$ cat src/rtl/bcd_sched_pkg.sv
// ---------------------------------------------------------------------------
// bcd_sched_pkg
// Shared types and constants for the BCD conversion scheduler.
//   sched_state_e : scheduler FSM states
//   DEF_BIN_W     : default binary operand width
//   DEF_BCD_W     : default BCD result width (3 digits)
//   ERR_BCD       : result value returned when the engine times out
// ---------------------------------------------------------------------------
package bcd_sched_pkg;

    typedef enum logic [1:0] {
        IDLE    = 2'd0,
        ISSUE   = 2'd1,
        WAIT    = 2'd2,
        DELIVER = 2'd3
    } sched_state_e;

    localparam int unsigned DEF_BIN_W = 8;
    localparam int unsigned DEF_BCD_W = 12;

    // Not a legal BCD pattern, so owners can spot it even without res_err.
    localparam logic [DEF_BCD_W-1:0] ERR_BCD = '1;

endpackage

$ cat src/rtl/bcd_conv_sched_rr_pick.sv
// ---------------------------------------------------------------------------
// rr_pick
// Combinational round-robin picker. Searches i_req upward starting at
// i_ptr+1, wrapping at N_REQ-1, and returns the first set index.
//   i_req    : request vector
//   i_ptr    : index of the previous winner (lowest priority this round)
//   o_winner : index of the chosen requester (0 when o_valid is low)
//   o_valid  : at least one request is set
// ---------------------------------------------------------------------------
module rr_pick #(
    parameter int unsigned N_REQ = 4,
    parameter int unsigned IDX_W = $clog2(N_REQ)
) (
    input  logic [N_REQ-1:0] i_req,
    input  logic [IDX_W-1:0] i_ptr,
    output logic [IDX_W-1:0] o_winner,
    output logic             o_valid
);

    logic [IDX_W-1:0] w_idx;

    always_comb begin
        o_winner = '0;
        o_valid  = 1'b0;
        w_idx    = '0;
        // k runs 1..N_REQ so the previous winner is examined last.
        for (int k = 1; k <= int'(N_REQ); k++) begin
            w_idx = IDX_W'((int'(i_ptr) + k) % int'(N_REQ));
            if (!o_valid && i_req[w_idx]) begin
                o_valid  = 1'b1;
                o_winner = w_idx;
            end
        end
    end

endmodule

$ cat src/rtl/bcd_conv_sched.sv
// ---------------------------------------------------------------------------
// bcd_conv_sched
// Round-robin scheduler sharing one external binary-to-BCD engine between
// N_REQ requesters. One conversion is in flight at a time; a watchdog turns
// a silent engine into an error result after TIMEOUT cycles in WAIT.
//   i_clk, i_rst_n : clock, asynchronous active-low reset
//   i_req          : level request per requester
//   i_req_bin      : operands, requester i at [i*BIN_W +: BIN_W]
//   o_gnt          : one-hot pulse, operand captured
//   o_res_valid    : one-hot pulse, result for that requester
//   o_res_bcd      : shared result bus
//   o_res_err      : result is a timeout
//   o_eng_start    : start pulse to the engine
//   o_eng_bin      : engine operand, held until the next issue
//   i_eng_done     : engine completion pulse
//   i_eng_bcd      : engine result, valid with i_eng_done
//   o_busy         : scheduler not idle
// All outputs come straight from registers.
// ---------------------------------------------------------------------------
module bcd_conv_sched
    import bcd_sched_pkg::*;
#(
    parameter int unsigned N_REQ   = 4,
    parameter int unsigned BIN_W   = DEF_BIN_W,
    parameter int unsigned BCD_W   = DEF_BCD_W,
    parameter int unsigned TIMEOUT = 63
) (
    input  logic                   i_clk,
    input  logic                   i_rst_n,
    input  logic [N_REQ-1:0]       i_req,
    input  logic [N_REQ*BIN_W-1:0] i_req_bin,
    output logic [N_REQ-1:0]       o_gnt,
    output logic [N_REQ-1:0]       o_res_valid,
    output logic [BCD_W-1:0]       o_res_bcd,
    output logic                   o_res_err,
    output logic                   o_eng_start,
    output logic [BIN_W-1:0]       o_eng_bin,
    input  logic                   i_eng_done,
    input  logic [BCD_W-1:0]       i_eng_bcd,
    output logic                   o_busy
);

    localparam int unsigned IDX_W = $clog2(N_REQ);
    localparam int unsigned TMR_W = $clog2(TIMEOUT + 1);

    localparam logic [N_REQ-1:0] ONE_HOT0 = N_REQ'(1);
    localparam logic [TMR_W-1:0] TMR_LAST = TMR_W'(TIMEOUT - 1);
    // BCD_W is three digits in every supported build.
    localparam logic [BCD_W-1:0] ERR_RES  = BCD_W'(ERR_BCD);

    // State and datapath registers
    sched_state_e     r_state;
    logic [IDX_W-1:0] r_ptr;
    logic [IDX_W-1:0] r_win;
    logic [TMR_W-1:0] r_timer;
    logic [N_REQ-1:0] r_gnt;
    logic [N_REQ-1:0] r_res_valid;
    logic [BCD_W-1:0] r_res_bcd;
    logic             r_res_err;
    logic             r_eng_start;
    logic [BIN_W-1:0] r_eng_bin;
    logic             r_busy;

    // Next-state values
    sched_state_e     w_state_d;
    logic [IDX_W-1:0] w_ptr_d;
    logic [IDX_W-1:0] w_win_d;
    logic [TMR_W-1:0] w_timer_d;
    logic [N_REQ-1:0] w_gnt_d;
    logic [N_REQ-1:0] w_res_valid_d;
    logic [BCD_W-1:0] w_res_bcd_d;
    logic             w_res_err_d;
    logic             w_eng_start_d;
    logic [BIN_W-1:0] w_eng_bin_d;
    logic             w_busy_d;

    // Arbitration result
    logic [IDX_W-1:0] w_pick;
    logic             w_pick_valid;
    logic [BIN_W-1:0] w_pick_bin;

    rr_pick #(
        .N_REQ (N_REQ),
        .IDX_W (IDX_W)
    ) u_rr_pick (
        .i_req    (i_req),
        .i_ptr    (r_ptr),
        .o_winner (w_pick),
        .o_valid  (w_pick_valid)
    );

    // Operand mux with constant slice bases.
    always_comb begin
        w_pick_bin = '0;
        for (int i = 0; i < int'(N_REQ); i++) begin
            if (w_pick == IDX_W'(i)) begin
                w_pick_bin = i_req_bin[i*BIN_W +: BIN_W];
            end
        end
    end

    // Next-state and output logic
    always_comb begin
        w_state_d     = r_state;
        w_ptr_d       = r_ptr;
        w_win_d       = r_win;
        w_timer_d     = r_timer;
        w_gnt_d       = '0;
        w_res_valid_d = '0;
        w_res_bcd_d   = r_res_bcd;
        w_res_err_d   = r_res_err;
        w_eng_start_d = 1'b0;
        w_eng_bin_d   = r_eng_bin;

        case (r_state)
            IDLE: begin
                if (w_pick_valid) begin
                    w_win_d       = w_pick;
                    w_eng_bin_d   = w_pick_bin;
                    // Registered outputs: the ISSUE-cycle pulses are set on entry.
                    w_gnt_d       = ONE_HOT0 << w_pick;
                    w_eng_start_d = 1'b1;
                    w_state_d     = ISSUE;
                end
            end
            ISSUE: begin
                w_timer_d = '0;
                w_state_d = WAIT;
            end
            WAIT: begin
                if (i_eng_done) begin
                    w_res_bcd_d   = i_eng_bcd;
                    w_res_err_d   = 1'b0;
                    w_res_valid_d = ONE_HOT0 << r_win;
                    w_state_d     = DELIVER;
                end else if (r_timer == TMR_LAST) begin
                    w_res_bcd_d   = ERR_RES;
                    w_res_err_d   = 1'b1;
                    w_res_valid_d = ONE_HOT0 << r_win;
                    w_state_d     = DELIVER;
                end else begin
                    w_timer_d = r_timer + TMR_W'(1);
                end
            end
            DELIVER: begin
                // Winner drops to lowest priority for the next round.
                w_ptr_d   = r_win;
                w_state_d = IDLE;
            end
            default: begin
                w_state_d = IDLE;
            end
        endcase

        w_busy_d = (w_state_d != IDLE);
    end

    always_ff @(posedge i_clk or negedge i_rst_n) begin
        if (!i_rst_n) begin
            r_state     <= IDLE;
            r_ptr       <= IDX_W'(N_REQ - 1);
            r_win       <= '0;
            r_timer     <= '0;
            r_gnt       <= '0;
            r_res_valid <= '0;
            r_res_bcd   <= '0;
            r_res_err   <= 1'b0;
            r_eng_start <= 1'b0;
            r_eng_bin   <= '0;
            r_busy      <= 1'b0;
        end else begin
            r_state     <= w_state_d;
            r_ptr       <= w_ptr_d;
            r_win       <= w_win_d;
            r_timer     <= w_timer_d;
            r_gnt       <= w_gnt_d;
            r_res_valid <= w_res_valid_d;
            r_res_bcd   <= w_res_bcd_d;
            r_res_err   <= w_res_err_d;
            r_eng_start <= w_eng_start_d;
            r_eng_bin   <= w_eng_bin_d;
            r_busy      <= w_busy_d;
        end
    end

    assign o_gnt       = r_gnt;
    assign o_res_valid = r_res_valid;
    assign o_res_bcd   = r_res_bcd;
    assign o_res_err   = r_res_err;
    assign o_eng_start = r_eng_start;
    assign o_eng_bin   = r_eng_bin;
    assign o_busy      = r_busy;

`ifndef SYNTHESIS
    a_gnt_onehot: assert property (@(posedge i_clk) disable iff (!i_rst_n)
        $onehot0(o_gnt));
    a_res_onehot: assert property (@(posedge i_clk) disable iff (!i_rst_n)
        $onehot0(o_res_valid));
    a_start_with_gnt: assert property (@(posedge i_clk) disable iff (!i_rst_n)
        o_eng_start == (o_gnt != '0));
`endif

endmodule

$ cat config.mk
export PLATFORM = sky130hd
export DESIGN_NAME = bcd_conv_sched
export DESIGN_NICKNAME = d
export VERILOG_FILES = /design/src/rtl/bcd_sched_pkg.sv /design/src/rtl/bcd_conv_sched_rr_pick.sv /design/src/rtl/bcd_conv_sched.sv
export SDC_FILE = /design/constraint.sdc
export NUM_CORES = 1
export LEC_CHECK = 0
export ABC_AREA = 1
export BUFFER_PORTS_ARGS = -buffer_cell sky130_fd_sc_hd__buf_2
export CELL_PAD_IN_SITES_DETAIL_PLACEMENT = 0
export CELL_PAD_IN_SITES_GLOBAL_PLACEMENT = 2
export CORE_UTILIZATION = 27
export CTS_CLUSTER_DIAMETER = 150
export DETAILED_ROUTE_END_ITERATION = 6
export PLACE_DENSITY_LB_ADDON = 0.12
export SKIP_LAST_GASP = 1
export SLEW_MARGIN = 40
export SYNTH_ARGS = -nofsm -noshare
export SYNTH_HDL_FRONTEND = slang
export SYNTH_HIERARCHICAL = 1
export SYNTH_SLANG_ARGS = --single-unit
$ cat constraint.sdc
create_clock -name i_clk -period 2.75 [get_ports i_clk]
set_input_delay 0.1375 -clock i_clk [delete_from_list [all_inputs] [get_ports i_clk]]
set_output_delay 0.1375 -clock i_clk [all_outputs]
set_load 0.02 [all_outputs]
Yosys cells after proc, flatten, opt, wreduce, memory -nomap -nowiden. Cells that the tools add are included.

Order comparisons: 4. $add $sub $neg: 5. Muxes and demuxes: 38. Reductions and logical operators: 14. Eq/ne operators: 9. Shift operators: 2.

Operators with widths (count): $mux W8 (4); $mux W12 (2); $mux W4 (5); $mux W2 (7); $lt A2 B3 Y1 const B (4); $mux W1 (12); $mux W6 (2); $pmux W6 S2 (1); $bmux W1 S2 (4); $eq A2 B2 Y1 const B (4); $pmux W2 S4 (1); $shl A1 B2 Y4 const A (2); $add A6 B1 Y6 const B (1); $eq A6 B6 Y1 const B (1); $reduce_bool A2 Y1 (3); $add A2 B1 Y2 const B (2); $add A2 B2 Y2 const B (2); $eq A2 B1 Y1 const B (2); $logic_not A2 Y1 (2); $ne A2 B2 Y1 const B (2); $reduce_and A2 Y1 (2); $logic_and A1 B1 Y1 (3); $logic_not A1 Y1 (3); $reduce_and A3 Y1 (1).

Flip-flop bits (word level): 43. Output and inout bits: 31. Logic and storage cells: 83.

Longest topological paths before layout.
Depth after elaboration: 18. Depth in mapped cells: 14. Gate-level depth less buffers: 14.

Hierarchy. Netlist, hierarchy kept.

By module, submodules not included: bcd_conv_sched (area an instance 2038.2 um2, sequential area each 1078.5 um2, instances 1, cells an instance 238); rr_pick (area an instance 271.5 um2, sequential area each 0.0 um2, instances 1, cells an instance 52).

Worst setup path after synthesis. No wires, ideal clock.

Kind: register to register. Start point: register r_ptr[0]. End point: register r_eng_bin[2], in the netlist o_eng_bin[2]. Setup time: 0.077 ns. Slack: 0.722 ns. Arrival: 1.950 ns. Cell stages (with the launch flop): 14. Cells stage by stage: dfstp_2 buf_4 nand2_1 nand2_1 nand2_4 nand2_4 nor2_1 a21oi_1 nand3_1 nor2_1 nand2_1 nand2_1 a21oi_1 a21oi_1.

Word-level cells in the longest chain between the ends: 18. Elaborated cells on any way between the ends: 35. Classes of those cells: add/sub: 4; eq/ne: 3; mux: 20; reduce/logical: 8.

Ends and longest elaborated chain: start, declared (RTL line bcd_conv_sched.sv:53) `logic [IDX_W-1:0] r_ptr;`; start signal, assigned (RTL line bcd_conv_sched.sv:161) `r_ptr <= IDX_W'(N_REQ - 1);`; start signal, assigned (RTL line bcd_conv_sched.sv:173) `r_ptr <= w_ptr_d;`; $add A2 B1 Y2 (RTL line bcd_conv_sched_rr_pick.sv:28) `w_idx = IDX_W'((int'(i_ptr) + k) % int'(N_REQ));`; $bmux W1 S2 (RTL line bcd_conv_sched_rr_pick.sv:29) `if (!o_valid && i_req[w_idx]) begin`; $mux W1 (implied by the code) (RTL line bcd_conv_sched_rr_pick.sv:29); $mux W1 (RTL line bcd_conv_sched_rr_pick.sv:29); $logic_not A1 Y1 (RTL line bcd_conv_sched_rr_pick.sv:29); $logic_and A1 B1 Y1 (RTL line bcd_conv_sched_rr_pick.sv:29); $mux W1 (RTL line bcd_conv_sched_rr_pick.sv:29); $logic_not A1 Y1 (RTL line bcd_conv_sched_rr_pick.sv:29); $logic_and A1 B1 Y1 (RTL line bcd_conv_sched_rr_pick.sv:29); $mux W1 (RTL line bcd_conv_sched_rr_pick.sv:29); $logic_not A1 Y1 (RTL line bcd_conv_sched_rr_pick.sv:29); $logic_and A1 B1 Y1 (RTL line bcd_conv_sched_rr_pick.sv:29); $mux W2 * (RTL line bcd_conv_sched_rr_pick.sv:29); net w_pick[0] (RTL line bcd_conv_sched.sv:78) `logic [IDX_W-1:0] w_pick;`; $logic_not A2 Y1 (RTL line bcd_conv_sched.sv:96) `if (w_pick == IDX_W'(i)) begin`; $mux W8 (3 in a row) (RTL line bcd_conv_sched.sv:96); $mux W8 * (RTL line bcd_conv_sched.sv:96); end signal, assigned (RTL line bcd_conv_sched.sv:181) `r_eng_bin <= w_eng_bin_d;`; end, declared (RTL line bcd_conv_sched.sv:61) `logic [BIN_W-1:0] r_eng_bin;`.

Mark *: on every way through the listed nets, which the timed path passes. The rest lies on a longest branch. The select of a mux whose other input is x is not followed. A chain may end at the register's enable or synchronous reset.

Final worst setup path. Ends and elaborated chain as after synthesis.

==> run_results.csv <==
group,metric,value,unit
outcome,outcome,"completed",
clock_tree,clk-insertion-delay-late,0.29,ns
layout,share_of_post_route_cells_with_drive_strength_above_1,32.0,%
die,dieHeight,94.5,µm
layout,final_core_util,35.9,%
layout,register_area,1080,µm²
drt,wire_per_inst,12.0,µm
synthesis,post_synth_num_cell_types,29,
setup_path,number_of_cells_traversed_by_the_worst_register_to_register_path,14,
synthesis,ys_top_cells_by_count,"nand2_1, dfrtp_1, inv_1",
power,total_power,0.00379,W
setup_path,timing.critical_path.cells,"inv_1, nand2_1, nand2_1, nand2_1, nand2_4, nor2_8, nand4_1, nand3_1, inv_1, nor2_2, nand2_1, nand2_1, a21oi_1, a21oi_1",
place,placed_cells,474,
power,pwr_density_cell,1280,nW/µm²
setup_path,setup.worst_path.class,"reg2reg",
drt,vias,2140,
setup_path,required,2.98,ns
power,power_frac_comb,58.6,%
sta,tns,0,ns
global_route,global_route_wire_length_before_repair,9840,µm
power,power.switching,0.00185,W
clock_tree,htree_levels,2,
sta,tightestPinTransition,0.558,ns
sta,slew_violations,0,
sta,report.final.setup_viol,0,
synthesis,syn_avg_cell_area,7.96,µm²
clock_tree,post_cts_hold_buffer_count,1,
sta,fin_worst_hold_slack,0.0756,ns
power,p_seq_share,27.9,%
synthesis,synthesis.nets,347,
synthesis,postSynth.asyncResetShare,100,%
die,die-area,8930,µm²
die,number_of_placement_rows,33,
die,num_io_pins,82,
global_route,globalRoute.totalOverflow,0,
setup_path,data_arrival_time_of_the_worst_path,2.63,ns
drt,route.detailed.drc,0,
clock_tree,cts-buffers-inserted,5,
drt,antenna_nets_post_route,0,
synthesis,synth_most_common_cell,"nand2_1",
die,initial_utilization,28.0,%
drt,detailedRoute.firstPassIterationCount,4,
setup_path,cp-start-kind,"flop",
synthesis,ys.warnings.count,6,
synthesis,synth_top_area_share,44.4,%
layout,final_cells,483,
sta,finalCritPeriodShare,87.4,%
power,internal-power,0.00194,W
setup_path,cp_slowest_cell,"dfstp_2",
global_route,grt_antenna_before_repair,0,
place,dp.final_hpwl,4340,µm
synthesis,synth_area,2310,µm²
power,power.share.clock,13.5,%
layout,final.fill_count,905,
place,globalplace.congestion,0.771,
place,io_buffers,81,
sta,number_of_failing_hold_endpoints_at_the_final_stage,0,
clock_tree,numClockSinks,43,
setup_path,cp-end-kind,"flop",
sta,setup_repair_after_global_routing_missed_its_margin,"no",
power,ir_worst_vdd,0.388,mV
synthesis,synth_enable_flop_cells,0,
layout,area_growth_from_synthesis_to_layout,28.4,%
synthesis,syn_inst,290,
synthesis,synth_sequential_area_ratio,46.7,%
setup_path,timing.critical_path.depth,14,
synthesis,synthDominantAreaCellType,"dfrtp_1",
clock_tree,post_cts.repair.setup_buffers,0,
layout,multi_input_area,1070,µm²
global_route,groute.usage.overall,14.1,%
die,core_region_area,8260,µm²
die,die_wd,94.5,µm
drt,drtIter0Drc,92,
setup_path,setup.reg_to_reg.worst_slack,0.35,ns
setup_path,critical-path-top-delay-family,"simple AND/OR/NAND/NOR gates",
drt,avgViaCountPerCell,4.43,
clock_tree,path_clk_slew,0.09,ns
layout,design.final.nets,434,
hold_path,hold_path_depth,2,
synthesis,postSynthRegisterBits,43,
setup_path,crit_path_max_incr_delay,0.60,ns
sta,max_slew_margin,62.8,%
sta,fin_crit,2.40,ns
setup_path,critical_path.max_fanout,8,
setup_path,number_of_buffers_and_inverters_on_the_critical_path,2,
sta,final.setup_skew,0.00888,ns
sta,max_clock_freq,416,MHz
layout,antenna-diode-count,0,
setup_path,cell_with_the_most_instances_on_the_worst_path,"nand2_1",
clock_tree,clockRootBuffer,"clkbuf_8",
global_route,vias_in_the_first_global_route,2055,
hold_path,worstHoldPathType,"in2reg",
power,switching_share,48.9,%
run,maxCapViolations,0,
synthesis,dominant_register_cell_in_the_synthesized_netlist,"dfrtp_1",
global_route,grt_start_max_net_pins,44,
clock_tree,tritoncts,"yes",
clock_tree,clk_path_buf_depth,2,
drt,routed_wl,5800,µm
power,leakagePower,1.62,nW
synthesis,biggest_area_contributors_in_the_synthesized_netlist,"dfrtp_1, nand2_1, inv_1",
clock_tree,cts_resized,0,
==> worst paths after layout <==
path | from | endpoint
min in group asynchronous | i_rst_n | o_gnt[0]
worst max register to register | r_ptr[0] | o_eng_bin[2]
max in group asynchronous | i_rst_n | o_eng_bin[1]
worst max-delay path | r_ptr[0] | o_eng_bin[2]
worst min register to register | o_eng_bin[1] | o_eng_bin[1]
worst min-delay path | i_eng_done | o_res_err
==> metrics by stage <==
step	instance area [µm²]	setup WS, ns
finish	2970	0.347
global placement	2840	0.338
detailed placement	2840	0.321
floorplan	2310	0.722
CTS	2970	0.292
global route	2970	0.0405
==> cell usage in the layout (no fill, tap or decap) <==
cell           instances
nand4_1               11
inv_1                 31
xor2_1                 1
nand3_1               18
xnor2_1                1
nor2_1                22
clkinv_2               1
nand2_2                5
bufinv_16              1
a21oi_2               10
nor2_2                 2
o21ai_0                6
nand3b_1               2
nand2_4                5
or2_2                  1
buf_4                  5
buf_2                 80
clkbuf_8               6
nor3_1                 5
nor2_4                 1
ha_1                   6
o21bai_1               1
nand2_1              100
o21a_1                 1
inv_2                  1
o22ai_1                1
dfrtp_1               41
dfstp_2                2
a21oi_1                9
nor2_8                 1
dlygate4sd3_1          1
==> power by group through the flow <==
stage / Clock (W) / Combinational [W] / Sequential, W
floorplan: 0 / 0.00140 / 0.00126
global placement: 0 / 0.00229 / 0.00106
detailed placement: 0 / 0.00229 / 0.00107
CTS: 0.000529 / 0.00229 / 0.00106
global route: 0.000557 / 0.00256 / 0.00110
finish: 0.000510 / 0.00222 / 0.00106
==> metal layers <==
| layer | part of all wire, % | up-vias | wire, µm | GRT usage, % |
|---|---|---|---|---|
| met5 | 0 | - | 0 | 0 |
| li1 | - | 1086 | - | - |
| met3 | 4.6 | 7 | 265 | 2.98 |
| met4 | 1.0 | 0 | 58 | 3.41 |
| met1 | 46 | 1000 | 2650 | 18.3 |
| met2 | 49 | 47 | 2820 | 23.8 |
==> worst register-to-register path, delay by kind of cell (launching register included) <==
kind                   cells  cell delay, ns
DFF                        1            0.60
and+or+nand+nor           10            1.33
buffers and inverters      2            0.25
AOI/OAI and AO/OA          2            0.17
==> sequential cells by signal (all words and copies together) (netlist names) <==
register and count:
o_busy 1, o_eng_bin 8, o_eng_start 1, o_gnt 4, o_res_bcd 12, o_res_err 1, o_res_valid 4, r_ptr 2
r_state 2, r_timer 6, r_win 2
==> cell families (layout without fill, tap and decap cells) <==
logic type	count (synthesis)	in the layout	synth area share, %
AND/OR/NAND/NOR	173	173	34.4
buffers and inverters	38	126	6.93
AO/OA/AOI/OAI	28	28	7.96
adder cells (fa/ha/maj)	6	6	3.25
XOR/XNOR	2	2	0.759
flip-flops	43	43	46.7
==> final cells by class <==
class	instances	share of cell area (%)
flip-flops and latches	43	36.4
multi-input cells	209	36.1
repair buffers	86	15.1
well taps	105	4.43
inverters	32	4.05
clock buffers	6	2.78
clock inverters	2	1.18
Power figures use the tool's default switching activity.
